File: config.mk
export PLATFORM = sky130hd
export DESIGN_NAME = nlc_output_collector_flat
export DESIGN_NICKNAME = d
export VERILOG_FILES = /design/src/rtl/nlc_pkg.sv /design/src/rtl/nlc_output_collector_if.sv /design/src/rtl/nlc_fp2fix.sv /design/src/rtl/nlc_output_collector.sv /design/src/flat_wrapper.sv
export SDC_FILE = /design/constraint.sdc
export NUM_CORES = 1
export LEC_CHECK = 0
export BUFFER_PORTS_ARGS = -buffer_cell sky130_fd_sc_hd__buf_2
export CAP_MARGIN = 20
export CORE_ASPECT_RATIO = 1.25
export CORE_MARGIN = 2
export CORE_UTILIZATION = 42
export DETAILED_ROUTE_END_ITERATION = 10
export GPL_TIMING_DRIVEN = 0
export PLACE_DENSITY_LB_ADDON = 0.05
export SLEW_MARGIN = 0
export SYNTH_ARGS = -nofsm -noshare
export SYNTH_HDL_FRONTEND = slang
export SYNTH_HIERARCHICAL = 1
export SYNTH_SLANG_ARGS = --single-unit
File: constraint.sdc
create_clock -name clk -period 3.72 [get_ports clk]
set_clock_uncertainty 0.1 [all_clocks]
set_input_delay 1.116 -clock clk [delete_from_list [all_inputs] [get_ports clk]]
set_output_delay 1.116 -clock clk [all_outputs]
set_load 0.01 [all_outputs]
File: src/rtl/nlc_pkg.sv
// nlc_pkg: shared float/fixed constants and collector FSM states
package nlc_pkg;
  localparam int FP_EXP_W = 8;
  localparam int FP_MAN_W = 23;
  localparam int FP_BIAS = 127;
  localparam int XLIN_W = 21;
  localparam int NUM_CH = 16;
  localparam int TAG_W = 4;
  localparam logic signed [XLIN_W-1:0] XLIN_MAX = {1'b0, {(XLIN_W-1){1'b1}}};
  localparam logic signed [XLIN_W-1:0] XLIN_MIN = {1'b1, {(XLIN_W-1){1'b0}}};
  typedef enum logic [1:0] {IDLE, COLLECT, DRAIN, DONE} state_t;
endpackage

File: src/rtl/nlc_output_collector_if.sv
// nlc_output_collector_if: frame/sample stream from the polynomial adder
interface nlc_output_collector_if;
  logic frame_start;
  logic [31:0] fp_in;
  logic fp_srdyi;
  modport master(output frame_start, fp_in, fp_srdyi);
  modport slave(input frame_start, fp_in, fp_srdyi);
endinterface

File: src/rtl/nlc_fp2fix.sv
// nlc_fp2fix: 2-stage float-to-fixed truncating converter with channel tag passthrough
module nlc_fp2fix import nlc_pkg::*; #(
  parameter int FRAC_BITS = 0
) (
  input  logic clk,
  input  logic rst,
  input  logic [31:0] fp,
  input  logic fp_vld,
  input  logic [TAG_W-1:0] fp_tag,
  output logic x_vld,
  output logic [TAG_W-1:0] x_tag,
  output logic signed [XLIN_W-1:0] x_lin,
  output logic x_sat,
  output logic busy
);
  logic sgn, big, nan, v1, s1, b1, n1, ovf;
  logic [FP_EXP_W-1:0] e;
  logic [FP_MAN_W-1:0] m;
  logic signed [10:0] sh;
  logic [XLIN_W-1:0] mag, m1;
  logic [TAG_W-1:0] t1;
  logic signed [XLIN_W-1:0] lin;
  // sh is the bit position of the hidden one in the scaled result
  always_comb begin
    {sgn, e, m} = fp;
    sh = $signed({3'b000, e}) - 11'(FP_BIAS) + 11'(FRAC_BITS);
    big = e == '1 || sh > 11'sd20;
    nan = e == '1 && m != '0;
    mag = (e == '0 || sh < 0 || big) ? '0 : XLIN_W'({1'b1, m} >> (5'd23 - 5'(sh)));
  end
  always_comb begin
    ovf = b1 || m1 > (s1 ? 21'h100000 : 21'h0FFFFF);
    lin = n1 ? XLIN_MAX : ovf ? (s1 ? XLIN_MIN : XLIN_MAX) : s1 ? -m1 : m1;
  end
  always_ff @(posedge clk) begin
    if (rst) begin
      {v1, s1, b1, n1, x_vld, x_sat} <= '0;
      t1 <= '0;
      m1 <= '0;
      x_tag <= '0;
      x_lin <= '0;
    end else begin
      v1 <= fp_vld;
      t1 <= fp_tag;
      s1 <= sgn;
      b1 <= big;
      n1 <= nan;
      m1 <= mag;
      x_vld <= v1;
      x_tag <= t1;
      x_lin <= lin;
      x_sat <= v1 && ovf;
    end
  end
  assign busy = v1 || x_vld;
endmodule

File: src/rtl/nlc_output_collector.sv
// nlc_output_collector: tags converted samples by channel, banks them and flags frame completion
module nlc_output_collector #(
  parameter int FRAC_BITS = 0,
  parameter int NUM_CH = 16
) (
  input  logic clk,
  input  logic rst,
  nlc_output_collector_if.slave bus,
  output logic signed [20:0] ch0_x_lin,
  output logic signed [20:0] ch1_x_lin,
  output logic signed [20:0] ch2_x_lin,
  output logic signed [20:0] ch3_x_lin,
  output logic signed [20:0] ch4_x_lin,
  output logic signed [20:0] ch5_x_lin,
  output logic signed [20:0] ch6_x_lin,
  output logic signed [20:0] ch7_x_lin,
  output logic signed [20:0] ch8_x_lin,
  output logic signed [20:0] ch9_x_lin,
  output logic signed [20:0] ch10_x_lin,
  output logic signed [20:0] ch11_x_lin,
  output logic signed [20:0] ch12_x_lin,
  output logic signed [20:0] ch13_x_lin,
  output logic signed [20:0] ch14_x_lin,
  output logic signed [20:0] ch15_x_lin,
  output logic srdyo,
  output logic sat_flag,
  output logic busy
);
  import nlc_pkg::*;
  localparam logic [TAG_W-1:0] LAST = TAG_W'(NUM_CH - 1);
  state_t state, state_nxt;
  logic [TAG_W-1:0] cnt, cnt_eff, cnt_nxt, x_tag;
  logic last_acc, wr_last, x_vld, x_sat, pipe_busy;
  logic signed [XLIN_W-1:0] x_lin;
  logic signed [XLIN_W-1:0] bank [16];
  nlc_fp2fix #(.FRAC_BITS(FRAC_BITS)) u_fp2fix (
    .clk(clk), .rst(rst), .fp(bus.fp_in), .fp_vld(bus.fp_srdyi), .fp_tag(cnt_eff),
    .x_vld(x_vld), .x_tag(x_tag), .x_lin(x_lin), .x_sat(x_sat), .busy(pipe_busy)
  );
  // frame_start rebases the counter in the same cycle so a coincident sample is channel 0
  always_comb begin
    cnt_eff = bus.frame_start ? '0 : cnt;
    last_acc = bus.fp_srdyi && cnt_eff == LAST;
    cnt_nxt = !bus.fp_srdyi ? cnt_eff : last_acc ? '0 : cnt_eff + 1'b1;
    wr_last = x_vld && x_tag == LAST;
    srdyo = state == DONE;
    state_nxt = state;
    case (state)
      IDLE, COLLECT, DONE: state_nxt = last_acc ? DRAIN : cnt_nxt != '0 ? COLLECT : IDLE;
      DRAIN: state_nxt = wr_last ? DONE : DRAIN;
      default: state_nxt = IDLE;
    endcase
  end
  always_ff @(posedge clk) begin
    if (rst) begin
      state <= IDLE;
      cnt <= '0;
      sat_flag <= 1'b0;
      bank <= '{default: '0};
    end else begin
      state <= state_nxt;
      cnt <= cnt_nxt;
      sat_flag <= (sat_flag && !(bus.frame_start || (bus.fp_srdyi && cnt_eff == '0))) || (x_vld && x_sat);
      if (x_vld) bank[x_tag] <= x_lin;
    end
  end
  assign busy = cnt != '0 || pipe_busy;
  assign ch0_x_lin = bank[0];
  assign ch1_x_lin = bank[1];
  assign ch2_x_lin = bank[2];
  assign ch3_x_lin = bank[3];
  assign ch4_x_lin = bank[4];
  assign ch5_x_lin = bank[5];
  assign ch6_x_lin = bank[6];
  assign ch7_x_lin = bank[7];
  assign ch8_x_lin = bank[8];
  assign ch9_x_lin = bank[9];
  assign ch10_x_lin = bank[10];
  assign ch11_x_lin = bank[11];
  assign ch12_x_lin = bank[12];
  assign ch13_x_lin = bank[13];
  assign ch14_x_lin = bank[14];
  assign ch15_x_lin = bank[15];
endmodule

File: src/flat_wrapper.sv
// flat-port wrapper written by rule: the top's interface ports become plain ports
module nlc_output_collector_flat import nlc_pkg::*;
#(
  parameter int FRAC_BITS = 0,
  parameter int NUM_CH = 16
)
  (clk, rst, ch0_x_lin, ch1_x_lin, ch2_x_lin, ch3_x_lin, ch4_x_lin, ch5_x_lin, ch6_x_lin, ch7_x_lin, ch8_x_lin, ch9_x_lin, ch10_x_lin, ch11_x_lin, ch12_x_lin, ch13_x_lin, ch14_x_lin, ch15_x_lin, srdyo, sat_flag, busy, bus_frame_start, bus_fp_in, bus_fp_srdyi);
  nlc_output_collector_if bus_i ();
  input  logic clk;
  input  logic rst;
  output logic signed [20:0] ch0_x_lin;
  output logic signed [20:0] ch1_x_lin;
  output logic signed [20:0] ch2_x_lin;
  output logic signed [20:0] ch3_x_lin;
  output logic signed [20:0] ch4_x_lin;
  output logic signed [20:0] ch5_x_lin;
  output logic signed [20:0] ch6_x_lin;
  output logic signed [20:0] ch7_x_lin;
  output logic signed [20:0] ch8_x_lin;
  output logic signed [20:0] ch9_x_lin;
  output logic signed [20:0] ch10_x_lin;
  output logic signed [20:0] ch11_x_lin;
  output logic signed [20:0] ch12_x_lin;
  output logic signed [20:0] ch13_x_lin;
  output logic signed [20:0] ch14_x_lin;
  output logic signed [20:0] ch15_x_lin;
  output logic srdyo;
  output logic sat_flag;
  output logic busy;
  input wire logic [$bits(bus_i.frame_start)-1:0] bus_frame_start;
  input wire logic [$bits(bus_i.fp_in)-1:0] bus_fp_in;
  input wire logic [$bits(bus_i.fp_srdyi)-1:0] bus_fp_srdyi;
  assign bus_i.frame_start = bus_frame_start;
  assign bus_i.fp_in = bus_fp_in;
  assign bus_i.fp_srdyi = bus_fp_srdyi;
  nlc_output_collector #(.FRAC_BITS(FRAC_BITS), .NUM_CH(NUM_CH)) u_core (.clk(clk), .rst(rst), .bus(bus_i), .ch0_x_lin(ch0_x_lin), .ch1_x_lin(ch1_x_lin), .ch2_x_lin(ch2_x_lin), .ch3_x_lin(ch3_x_lin), .ch4_x_lin(ch4_x_lin), .ch5_x_lin(ch5_x_lin), .ch6_x_lin(ch6_x_lin), .ch7_x_lin(ch7_x_lin), .ch8_x_lin(ch8_x_lin), .ch9_x_lin(ch9_x_lin), .ch10_x_lin(ch10_x_lin), .ch11_x_lin(ch11_x_lin), .ch12_x_lin(ch12_x_lin), .ch13_x_lin(ch13_x_lin), .ch14_x_lin(ch14_x_lin), .ch15_x_lin(ch15_x_lin), .srdyo(srdyo), .sat_flag(sat_flag), .busy(busy));
endmodule
# Word-level counts from Yosys, hierarchy flattened
# Index checks and enable logic that the tools add are counted.
# classes
addsub,4
magnitude_cmp,5
n_eq_ne,6
shift,1
muxes,14
bitwise_logic,1
reduce_logical,26
# op_table
op,count
bitwise mux 336 bit,1
demux 21 bit (select 4 bit),1
two-way mux 21 bit,4
right shift 24 x 5 -> 21 bit,1
nonzero test 23 bit,1
greater-than comparator 21 bit,1
negation 21 bit,1
two-way mux 20 bit,1
two-way mux 4 bit,3
"greater-than comparator 9 x 6 -> 1 bit, second input constant",1
"less-than comparator 9 x 1 -> 1 bit, second input constant",1
"subtractor 8 x 7 -> 9 bit, second input constant",1
"== test 4 bit, second input constant",2
"== test 8 bit, second input constant",1
logical AND 1 bit,8
logical NOT 8 bit,1
logical OR 1 bit,8
nonzero test 4 bit,2
"greater-or-equal comparator 5 bit, second input constant",1
"less-than comparator 5 x 1 -> 1 bit, second input constant",1
NOT 4 -> 5 bit,1
"subtractor 5 bit, first input constant",1
"adder 4 x 1 -> 4 bit, second input constant",1
"== test 2 bit, second input constant",2
other kinds (9),11
# word_totals
ff_bits,399
inputBits,36
out_inout_bits,339
wordCells,87

# Logic depth before layout (Yosys ltp)
# Gate-level depths: netlist of the first run.
# depth
word_depth,9
depth_mapped,11
ltp_nobuf,9

# Modules after synthesis
# Netlist of the first run, hierarchy kept.
# modules_own_cells
module,instances,cells_each,area_per_inst_um2,seq_area_each_um2
nlc_output_collector,1,1585,12134.1,6866.6
nlc_fp2fix,1,416,3646.0,1121.1

# Worst setup path after synthesis of the first run
# Ideal clock, no wire load.
# synth_timing
path_kind,input to register
start,input bus_fp_in[23]
end,register u_core.u_fp2fix.m1[2]
setup_ps,124
arrival_ps,3311
required_time_ps,3496
path_slack_ps,185
stages,10
path_buffers,3
path_cell_list,buf_2 -> inv_2 -> ha_1 -> clkbuf_1 -> buf_2 -> mux4_2 -> nand2_1 -> o211ai_1 -> a32oi_1 -> nor2_1
# synth_between
elab_chain_cells,5
word_cells_on_any_way,11
classes_between,add/sub: 2; order compare: 2; eq/ne: 1; shift: 1; reduce/logical: 5
# synth_rtl
element,line_no,rtl
"start, declared",flat_wrapper.sv:31,input wire logic [$bits(bus_i.fp_in)-1:0] bus_fp_in;
branches (longest 5 deep; another with subtractor 8 x 7 -> 9 bit),n/a,
"end signal, assigned",nlc_fp2fix.sv:48,m1 <= mag;
"end, declared",nlc_fp2fix.sv:20,"logic [XLIN_W-1:0] mag, m1;"
# Parallel ways; which one is timed is not known.
# A chain may end at the register's enable or synchronous reset.

# Final worst setup path of the first run
# layout_timing
start,input bus_fp_in[23]
end,register u_core.u_fp2fix.m1[3]
# The elaborated chain is that of the path after synthesis.

==> results.py, run 1 <==
metrics = {
    "critical_path": {
        "cp.depth": 10,
        "cp_top_family": "buffers and inverters",
        "critPathBufInv": 4,
        "ff2ff_path_depth": 9,
        "path_common_cell": "buf_2",
        "worstSetupPathType": "input pin to register",
        "critPathSlowestCell": "ha_1",
        "cp_cell_sequence": "buf_2 > buf_2 > inv_2 > ha_1 > buf_2 > mux2_1 > o21ai_0 > o211ai_1 > a32oi_1 > nor2_1",
        "cp_slowest_stage_delay_ns": 0.57,
        "worstPathRequired_ns": 4.03,
        "arrival_ns": 3.83,
        "cp-end-kind": "register",
        "cp-start-kind": "input pin",
        "worstPathMaxFanout": 10,
    },
    "job": {
        "maxCapViolCount": 0,
    },
    "detailed_routing": {
        "viasPerCell": 5.17,
        "firstDrtPassIters": 6,
        "routedWlPerCell_um": 18.9,
        "drt-initial-drc-count": 903,
        "wl_um": 55300,
        "vias": 15167,
        "drcViolationCount": 0,
        "ant_nets": 0,
    },
    "sta": {
        "timing.fmax_mhz": 284,
        "rsz0062_at_grt": "false",
        "setup_ws_ns": 0.204,
        "hold_slack_ns": 0.317,
        "slew_headroom_pct": 23.1,
        "hold_viol": 0,
        "setup_viol": 0,
        "worst_pin_slew_ns": 1.15,
        "fin_crit_sh_pct": 94.5,
        "fin_crit_ns": 3.52,
        "maxSlewViolCount": 0,
    },
    "floorplanning": {
        "die_h_um": 221,
        "core_mm2": 0.0372,
        "start_util_pct": 42.5,
        "dieArea_mm2": 0.0391,
        "placementRows": 79,
        "die_width_um": 177,
        "ios": 375,
    },
    "clocking": {
        "numCtsBuffers": 40,
        "hold_buffers": 0,
        "htreeDepth": 2,
        "clock_sinks": 399,
        "cts_setup_buffers": 0,
        "cts_tree": "built",
        "path_clk_slew_ns": 0.06,
        "clk_latency_ns": 0.54,
        "root_buffer": "clkbuf_16",
        "clockBufferDepth": 3,
    },
    "logic_synthesis": {
        "synthSimpleGateAreaFrac_pct": 23.0,
        "synth-edff-count": 0,
        "synth_area_mm2": 0.0158,
        "synth-adder-area-share_pct": 2.22,
        "synth_mux_area_share_pct": 3.39,
        "synth_top_family_by_area": "simple AND/OR/NAND/NOR gates",
        "synth_nets": 2065,
        "synth-compound-area-share_pct": 15.2,
        "synth_cell_types": 61,
        "seq_area_frac_synth_pct": 50.6,
        "ys_seq_elements": 399,
        "syn_inst": 2001,
        "ys.flop_type": "dfxtp_1",
        "syn_avg_cell_area_um2": 7.89,
        "synth_xor_area_share_pct": 1.05,
        "synth_warnings": 6,
        "ys_async_sr_fraction_pct": 0,
    },
    "placed_design": {
        "dpl.cell_count": 2861,
        "io_buffers": 374,
        "dp_hpwl_um": 40800,
        "dp_slack_ns": -0.508,
        "gp_congestion": 0.876,
    },
    "pwr": {
        "p_comb_share_pct": 7.1,
        "clock_power_share_pct": 46.3,
        "switching_share_pct": 23.4,
        "ir_worst_vdd_v": 0.000305,
        "p_sw_mw": 2.17,
        "p_seq_share_pct": 46.6,
        "powerDensity_mw_per_mm2": 471,
        "leakage_nw": 8.01,
        "p_int_mw": 7.10,
    },
    "global_route": {
        "grt_usage_pct": 27.2,
        "grt_pass1_vias": 13986,
        "grt_pass1_wl_um": 81100,
        "grt_antenna_before_repair": 0,
        "overflow": 0,
        "grt_max_degree": 22,
    },
    "status": {
        "outcome": "finished, final reports clean",
    },
    "cells_and_area": {
        "syn_to_final_growth_pct": 24.7,
        "fin_cells": 2931,
        "drive_gt1_share_pct": 20.0,
        "fin_nets": 2479,
        "antennaDiodeCount": 0,
    },
    "worst_hold_path": {
        "hp-class": "register to register",
        "whs_path_depth": 1,
    },
}
==> synthesized netlist by cell type (2+ instances only) <==
library cell    n  area (um^2)
mux2_1          2         22.5
xor2_1         14          123
o41ai_1         3         26.3
nor3_1         16         80.1
nand4_1         7         43.8
nor3b_1         4         30.0
a21oi_1       377         1890
a21o_1          6         45.0
nand3b_1        3         22.5
xnor2_1         3         26.3
mux2i_1        22          220
mux2_2          2         22.5
or4_1           2         15.0
inv_2           2         7.51
o31ai_1         6         45.0
o21ai_1         2         10.0
nor4_1          8         50.1
mux4_2         12          270
nand2_1       733         2750
a31oi_1         6         37.5
buf_1           2         7.51
inv_1           9         33.8
ha_1           28          350
o21ai_0        15         75.1
dfxtp_1       399         7990
nand2b_1        6         37.5
buf_4           6         45.0
o211ai_1        5         37.5
nand3_1        15         75.1
a211oi_1       11         82.6
or3_1           3         18.8
a32oi_1         4         35.0
nand4b_1        2         17.5
nor2_1         55          206
and3b_1         2         17.5
buf_2          16         80.1
nor2b_1        25          156
clkbuf_1      145          544
==> metal layers <==
| metal | vias up | GRT usage, % | routed length, um |
|---|---|---|---|
| met5 | - | 0 | 0 |
| met4 | 0 | 12.6 | 2520 |
| met3 | 112 | 4.19 | 3570 |
| met2 | 517 | 47.5 | 27200 |
| met1 | 7130 | 32.8 | 22100 |
| li1 | 7408 | - | - |
==> worst paths after layout <==
check | start | to | slack (ns)
max | bus_fp_in[23] | u_core/u_fp2fix/m1[3] | 0.20
min | u_core/u_fp2fix/t1[0] | u_core/u_fp2fix/x_tag[0] | 0.32
max reg2reg | u_core/u_fp2fix/s1 | u_core/u_fp2fix/x_lin[7] | 0.48
min reg2reg | u_core/u_fp2fix/t1[0] | u_core/u_fp2fix/x_tag[0] | 0.32
==> metrics by stage <==
step / util, % / TNS (ns) / total power, mW / area [um^2]
global placement: 49.1 / -9.08 / 5.06 / 18300
floorplan: - / 0 / 4.81 / 15800
detailed placement: 49.1 / -9.67 / 5.07 / 18300
CTS: 53.0 / 0 / 9.36 / 19700
finish: 52.9 / 0 / 9.27 / 19700
global route: 52.9 / 0 / 9.58 / 19700
==> worst register-to-register path, cell delays in order, from the launching register on <==
cell      delay (ns)
dfxtp_4         0.55
inv_1           0.24
ha_1            0.36
nand4_1         0.16
nor4_1          0.44
a21boi_1        0.32
o41ai_4         0.14
o21bai_1        0.35
clkbuf_1        0.37
a21oi_1         0.09
==> cells by family after synthesis <==
logic type | Yosys count
compound gates | 446
buf+inv | 180
simple gates | 892
mux | 38
flops | 399
xor+xnor | 18
fa+ha+maj | 28
==> layout make-up <==
cell class / instances / area [um^2]
fill: 3732 / 17500
multi-input combinational: 1422 / 7070
tap: 486 / 608
timing repair buffer: 374 / 1870
clock buffer: 58 / 1210
clock inverter: 14 / 211
sequential: 399 / 7990
buffer: 167 / 669
inverter: 11 / 41.3
==> power by group through the flow <==
stage,combinational (mW),clock (mW),sequential [mW]
after floorplan,0.399,0,4.41
after global placement,0.651,0,4.41
after detailed placement,0.652,0,4.41
after CTS,0.655,4.38,4.32
after global routing,0.706,4.56,4.32
final,0.660,4.29,4.32
==> cells in the final DEF, fill, tap and decap left out, types with 3 or more instances in the layout <==
cell and instances:
nand2_1 733, dfxtp_1 398, buf_2 390, a21oi_1 377, clkbuf_1 149, nor2_1 55, clkbuf_16 42, ha_1 28
nor2b_1 25, mux2i_1 22, nor3_1 16, nand3_1 15, o21ai_0 15, xor2_1 14, mux4_2 12, a211oi_1 11
clkbuf_8 10, inv_1 9, nor4_1 8, nand4_1 7, clkinv_2 6, nand2b_1 6, buf_4 6, a21o_1 6
o31ai_1 6, a31oi_1 6, bufinv_16 5, o211ai_1 5, nor3b_1 4, a32oi_1 4, nand3b_1 3, xnor2_1 3
o41ai_1 3, or3_1 3
==> timing repair <==
| item | in CTS | in global routing |
|---|---|---|
| endpoints found under the setup margin | 16 | 29 |
| gates resized for setup | 1 | 1 |
| cloned | 0 | 0 |
| hold endpoints to repair | 0 | 0 |
(Power assumes the default switching activity.)
==> run 2, diff against run 1 <==
--- a/config.mk
+++ b/config.mk
@@ -14,4 +14,5 @@
 export GPL_TIMING_DRIVEN = 0
 export PLACE_DENSITY_LB_ADDON = 0.05
+export SETUP_SLACK_MARGIN = 0.4
 export SLEW_MARGIN = 0
 export SYNTH_ARGS = -nofsm -noshare
==> constraint.sdc (replaced) <==
create_clock -name clk -period 3.72 [get_ports clk]
set_clock_uncertainty 0.1 [all_clocks]
set_input_delay 0.558 -clock clk [delete_from_list [all_inputs] [get_ports clk]]
set_output_delay 0.558 -clock clk [all_outputs]
set_load 0.01 [all_outputs]
==> results.py, run 2 (synthesized netlist as in run 1, its figures left out) <==
metrics = {
    "pwr": {
        "ir_worst_vdd_v": 0.000305,
        "powerDensity_mw_per_mm2": 470,
        "power_mw": 9.28,
        "leakage_nw": 8.05,
    },
    "sta": {
        "maxSlewViolCount": 0,
        "timing.fmax_mhz": 321,
        "hold_slack_ns": 0.139,
        "setup-tns-final_ns": 0,
        "setup_ws_ns": 0.604,
        "hold_viol": 0,
        "fin_crit_ns": 3.12,
        "fin_crit_sh_pct": 83.8,
        "slew_headroom_pct": 24.5,
        "worst_pin_slew_ns": 1.13,
        "rsz0062_at_grt": "false",
        "setup_viol": 0,
    },
    "detailed_routing": {
        "firstDrtPassIters": 5,
        "drcViolationCount": 0,
        "wl_um": 55600,
        "viasPerCell": 5.18,
        "vias": 15198,
        "drt-initial-drc-count": 937,
        "routedWlPerCell_um": 18.9,
        "ant_nets": 0,
    },
    "cells_and_area": {
        "fin_nets": 2483,
        "drive_gt1_share_pct": 20.4,
        "syn_to_final_growth_pct": 25.1,
        "layout_commonest_cell": "nand2_1",
        "stdcell_area_mm2": 0.0197,
        "antennaDiodeCount": 0,
        "layout.cells.most_common_list": "nand2_1, dfxtp_1, buf_2",
    },
    "placed_design": {
        "place_area_mm2": 0.0183,
        "dp_hpwl_um": 40800,
        "io_buffers": 374,
        "gp_congestion": 0.876,
        "dp_slack_ns": -0.227,
    },
    "critical_path": {
        "worstPathRequired_ns": 4.05,
        "arrival_ns": 3.45,
        "r2r-start": "u_core/u_fp2fix/s1",
        "cp-end-kind": "register",
        "crit_start": "u_core/u_fp2fix/s1",
        "ff2ff_path_depth": 10,
        "rrSetupSlack_ns": 0.60,
        "cp-start-kind": "register",
        "cp-endpoint": "u_core/u_fp2fix/x_lin[8]",
        "r2r-end": "u_core/u_fp2fix/x_lin[8]",
        "worstSetupPathType": "register to register",
        "worstPathMaxFanout": 12,
    },
    "clocking": {
        "cts_tree": "built",
        "clock_sinks": 399,
        "path_clk_slew_ns": 0.06,
        "clockBufferDepth": 3,
        "clk_latency_ns": 0.54,
        "numCtsBuffers": 40,
        "htreeDepth": 2,
        "root_buffer": "clkbuf_16",
    },
    "floorplanning": {
        "ios": 375,
        "start_util_pct": 42.5,
        "die_width_um": 177,
        "core_mm2": 0.0372,
        "placementRows": 79,
        "dieArea_mm2": 0.0391,
        "die_h_um": 221,
    },
    "global_route": {
        "grt_usage_pct": 27.2,
        "grt_antenna_before_repair": 0,
        "grt_pass1_vias": 13994,
        "grt_pass1_wl_um": 81200,
        "overflow": 0,
        "grt_max_degree": 22,
    },
    "status": {
        "outcome": "finished, final reports clean",
    },
    "job": {
        "maxCapViolCount": 0,
    },
    "worst_hold_path": {
        "hp-class": "input pin to register",
    },
}
==> run 2: changes by cell type in the layout (fill, tap and decap cells not counted), sizes merged <==
| cell | change |
|---|---|
| clkbuf | +1 |
| buf | +3 |
==> run 2: layout make-up <==
class | count | area, um^2
Buffer | 169 | 683
Multi-Input combinational cell | 1422 | 7100
Fill cell | 3728 | 17400
Inverter | 11 | 41.3
Clock buffer | 58 | 1210
Timing Repair Buffer | 376 | 1890
Clock inverter | 14 | 211
Tap cell | 486 | 608
Sequential cell | 399 | 7990
==> run 2: critical path: stages (launching register included) <==
cell,delay [ns]
dfxtp_4,0.43
buf_2,0.23
inv_1,0.17
ha_1,0.35
nand4_1,0.21
nor4_4,0.35
a21boi_2,0.26
o41ai_4,0.13
buf_4,0.18
mux2_1,0.28
a211oi_1,0.31
==> run 2: worst min path at each step <==
stage                                      from                        to  cells after the start
final                             bus_fp_in[31]        u_core/u_fp2fix/s1                      2
after CTS                         bus_fp_in[31]        u_core/u_fp2fix/s1                      2
after global routing              bus_fp_in[31]        u_core/u_fp2fix/s1                      2
after global placement    u_core/u_fp2fix/t1[1]  u_core/u_fp2fix/x_tag[1]                      1
after detailed placement  u_core/u_fp2fix/t1[0]  u_core/u_fp2fix/x_tag[0]                      1
after floorplan           u_core/u_fp2fix/t1[0]  u_core/u_fp2fix/x_tag[0]                      1
==> run 2: per-layer routing <==
layer	GRT usage, %	up-vias	part of all wire (%)
li1	-	7416	-
met1	32.9	7126	40
met2	47.5	540	49
met3	4.18	116	6.3
met4	12.6	0	4.7
met5	0	-	0
==> run 2: through the flow <==
step,util (%),cells
3_5_place_dp,49.1,2861
3_3_place_gp,49.1,2861
4_1_cts,53.0,2934
5_1_grt,53.1,2935
6_report,53.1,2935
2_1_floorplan,-,2001
==> run 2: power by group <==
group | leakage (nW) | internal (mW) | switching (mW) | total, mW
logic | 4.14 | 0.191 | 0.477 | 0.668
registers | 3.22 | 4.30 | 0.0166 | 4.32
clock network | 0.698 | 2.61 | 1.69 | 4.30
==> run 2: what timing repair did <==
action	CTS	global route
pin swaps	0	1
hold buffers	0	0
setup buffers	1	1
endpoints found under the hold margin	0	0
endpoints found under the setup margin	22	20
resized for setup	4	11
==> run 3, diff against run 2 <==
- clock period: 3.72 -> 3.25 ns (I/O delays scaled with it)
==> results.py, run 3 (synthesized netlist as in run 1, its figures left out) <==
metrics = {
    "status": {
        "outcome": "finished, final reports clean",
    },
    "critical_path": {
        "ff2ff_path_depth": 11,
        "critPathSlowestCell": "dfxtp_4",
        "cp-end-kind": "register",
        "path_common_cell": "buf_4",
        "worstSetupPathType": "register to register",
        "arrival_ns": 3.09,
        "cp_top_family": "buffers and inverters",
        "r2r-end": "u_core/u_fp2fix/x_lin[20]",
        "worstPathRequired_ns": 3.57,
        "critPathBufInv": 5,
        "worstPathMaxFanout": 10,
        "cp_slowest_stage_delay_ns": 0.35,
        "rrSetupSlack_ns": 0.48,
        "cp_cell_sequence": "buf_4 > buf_4 > ha_1 > nand4_1 > nor4_2 > a21boi_2 > o41ai_4 > buf_6 > buf_4 > buf_4 > a2111oi_2",
        "r2r-start": "u_core/u_fp2fix/s1",
        "cp-start-kind": "register",
    },
    "detailed_routing": {
        "wl_um": 55900,
        "routedWlPerCell_um": 18.9,
        "vias": 15174,
        "drcViolationCount": 0,
        "viasPerCell": 5.15,
        "firstDrtPassIters": 6,
        "ant_nets": 0,
        "drt-initial-drc-count": 933,
    },
    "job": {
        "maxCapViolCount": 0,
    },
    "sta": {
        "fin_crit_ns": 2.77,
        "maxSlewViolCount": 0,
        "slew_headroom_pct": 29.1,
        "timing.fmax_mhz": 361,
        "fin_crit_sh_pct": 85.2,
        "setup-tns-final_ns": 0,
        "hold_viol": 0,
        "worst_pin_slew_ns": 1.06,
        "rsz0062_at_grt": "false",
        "setup_viol": 0,
        "hold_slack_ns": 0.0625,
    },
    "cells_and_area": {
        "layout_commonest_cell": "nand2_1",
        "drive_gt1_share_pct": 21.1,
        "layout.cells.most_common_list": "nand2_1, dfxtp_1, buf_2",
        "antennaDiodeCount": 0,
        "stdcell_area_mm2": 0.0199,
        "syn_to_final_growth_pct": 26.0,
        "fin_nets": 2495,
    },
    "placed_design": {
        "place_area_mm2": 0.0183,
        "io_buffers": 374,
        "dp_hpwl_um": 40700,
        "gp_congestion": 0.901,
    },
    "worst_hold_path": {
        "min_from": "bus_fp_in[31]",
        "whs_path_depth": 2,
        "worstHoldEndpoint": "u_core/u_fp2fix/s1",
        "hp-class": "input pin to register",
    },
    "global_route": {
        "grtUsageMet2_pct": 48.7,
        "overflow": 0,
        "grt_antenna_before_repair": 0,
        "busiest_layer": "met2",
        "grt_pass1_wl_um": 81300,
        "grt_pass1_vias": 14025,
        "met3_usage_pct": 4.12,
        "grt_usage_pct": 27.3,
        "grt_max_degree": 15,
        "grtUsageMet1_pct": 33.0,
    },
    "clocking": {
        "hold_buffers": 0,
        "htreeDepth": 2,
        "numCtsBuffers": 41,
        "cts_tree": "built",
        "path_clk_slew_ns": 0.06,
        "root_buffer": "clkbuf_16",
        "clock_sinks": 399,
        "clockBufferDepth": 3,
        "clk_latency_ns": 0.54,
    },
    "pwr": {
        "powerDensity_mw_per_mm2": 537,
        "ir_worst_vdd_v": 0.000505,
        "leakage_nw": 8.12,
        "p_int_mw": 8.12,
        "p_comb_share_pct": 7.4,
        "switching_share_pct": 23.9,
        "p_sw_mw": 2.55,
        "clock_power_share_pct": 46.3,
        "p_seq_share_pct": 46.3,
    },
    "floorplanning": {
        "core_mm2": 0.0372,
        "dieArea_mm2": 0.0391,
        "die_h_um": 221,
        "ios": 375,
        "die_width_um": 177,
        "start_util_pct": 42.5,
        "placementRows": 79,
    },
}
==> run 3: cell count changes in the layout (fill, tap and decap cells not counted), sizes merged <==
cell    previous run  this run
clkbuf           202       204
clkinv             7        11
bufinv             5         4
buf              401       410
==> run 3: how the worst max path moves through the flow <==
stage	start	to	slack, ns	cells past startpoint
2_1_floorplan	u_core/u_fp2fix/s1	u_core/u_fp2fix/x_lin[11]	0.43	10
4_1_cts	u_core/u_fp2fix/s1	u_core/u_fp2fix/x_lin[8]	0.46	10
5_1_grt	u_core/u_fp2fix/s1	u_core/u_fp2fix/x_lin[20]	0.37	11
6_report	u_core/u_fp2fix/s1	u_core/u_fp2fix/x_lin[20]	0.48	11
3_5_place_dp	u_core/u_fp2fix/s1	u_core/u_fp2fix/x_lin[8]	-0.17	10
3_3_place_gp	bus_fp_in[23]	u_core/u_fp2fix/m1[3]	-0.16	11
==> run 3: timing repair <==
item	CTS	global route
resized for setup	15	8
pin swaps	3	9
buffers inserted	8	4
endpoints found under the setup margin	23	30
gates cloned	1	0
==> run 3: area by class of cell <==
cell class                      count  area (um^2)
Buffer                            169          709
Fill cell                        3807        17300
Clock buffer                       58         1230
Inverter                           11         45.0
Clock inverter                     17          206
Timing Repair Buffer              387         1970
Tap cell                          486          608
Sequential cell                   399         7990
Multi-Input combinational cell   1422         7120
==> run 3: per-layer routing <==
layer	vias to the layer above	part of all wire, %
li1	7456	-
met1	7088	40
met2	526	50
met4	0	4.0
met3	104	6.5
met5	-	0
==> run 3: power by group through the flow <==
stage / registers, mW / clock network, mW / logic, mW
2_1_floorplan: 5.05 / 0 / 0.458
3_3_place_gp: 5.05 / 0 / 0.749
3_5_place_dp: 5.05 / 0 / 0.750
4_1_cts: 4.94 / 5.04 / 0.775
5_1_grt: 4.94 / 5.24 / 0.843
6_report: 4.94 / 4.94 / 0.790
==> run 3: per-stage QoR <==
step | setup WS (ns) | cells | util, % | power [mW]
6_report | 0.482 | 2949 | 53.5 | 10.7
2_1_floorplan | 0.433 | 2001 | - | 5.50
3_3_place_gp | -0.157 | 2861 | 49.2 | 5.80
5_1_grt | 0.368 | 2949 | 53.5 | 11.0
4_1_cts | 0.456 | 2945 | 53.3 | 10.7
3_5_place_dp | -0.167 | 2861 | 49.2 | 5.80
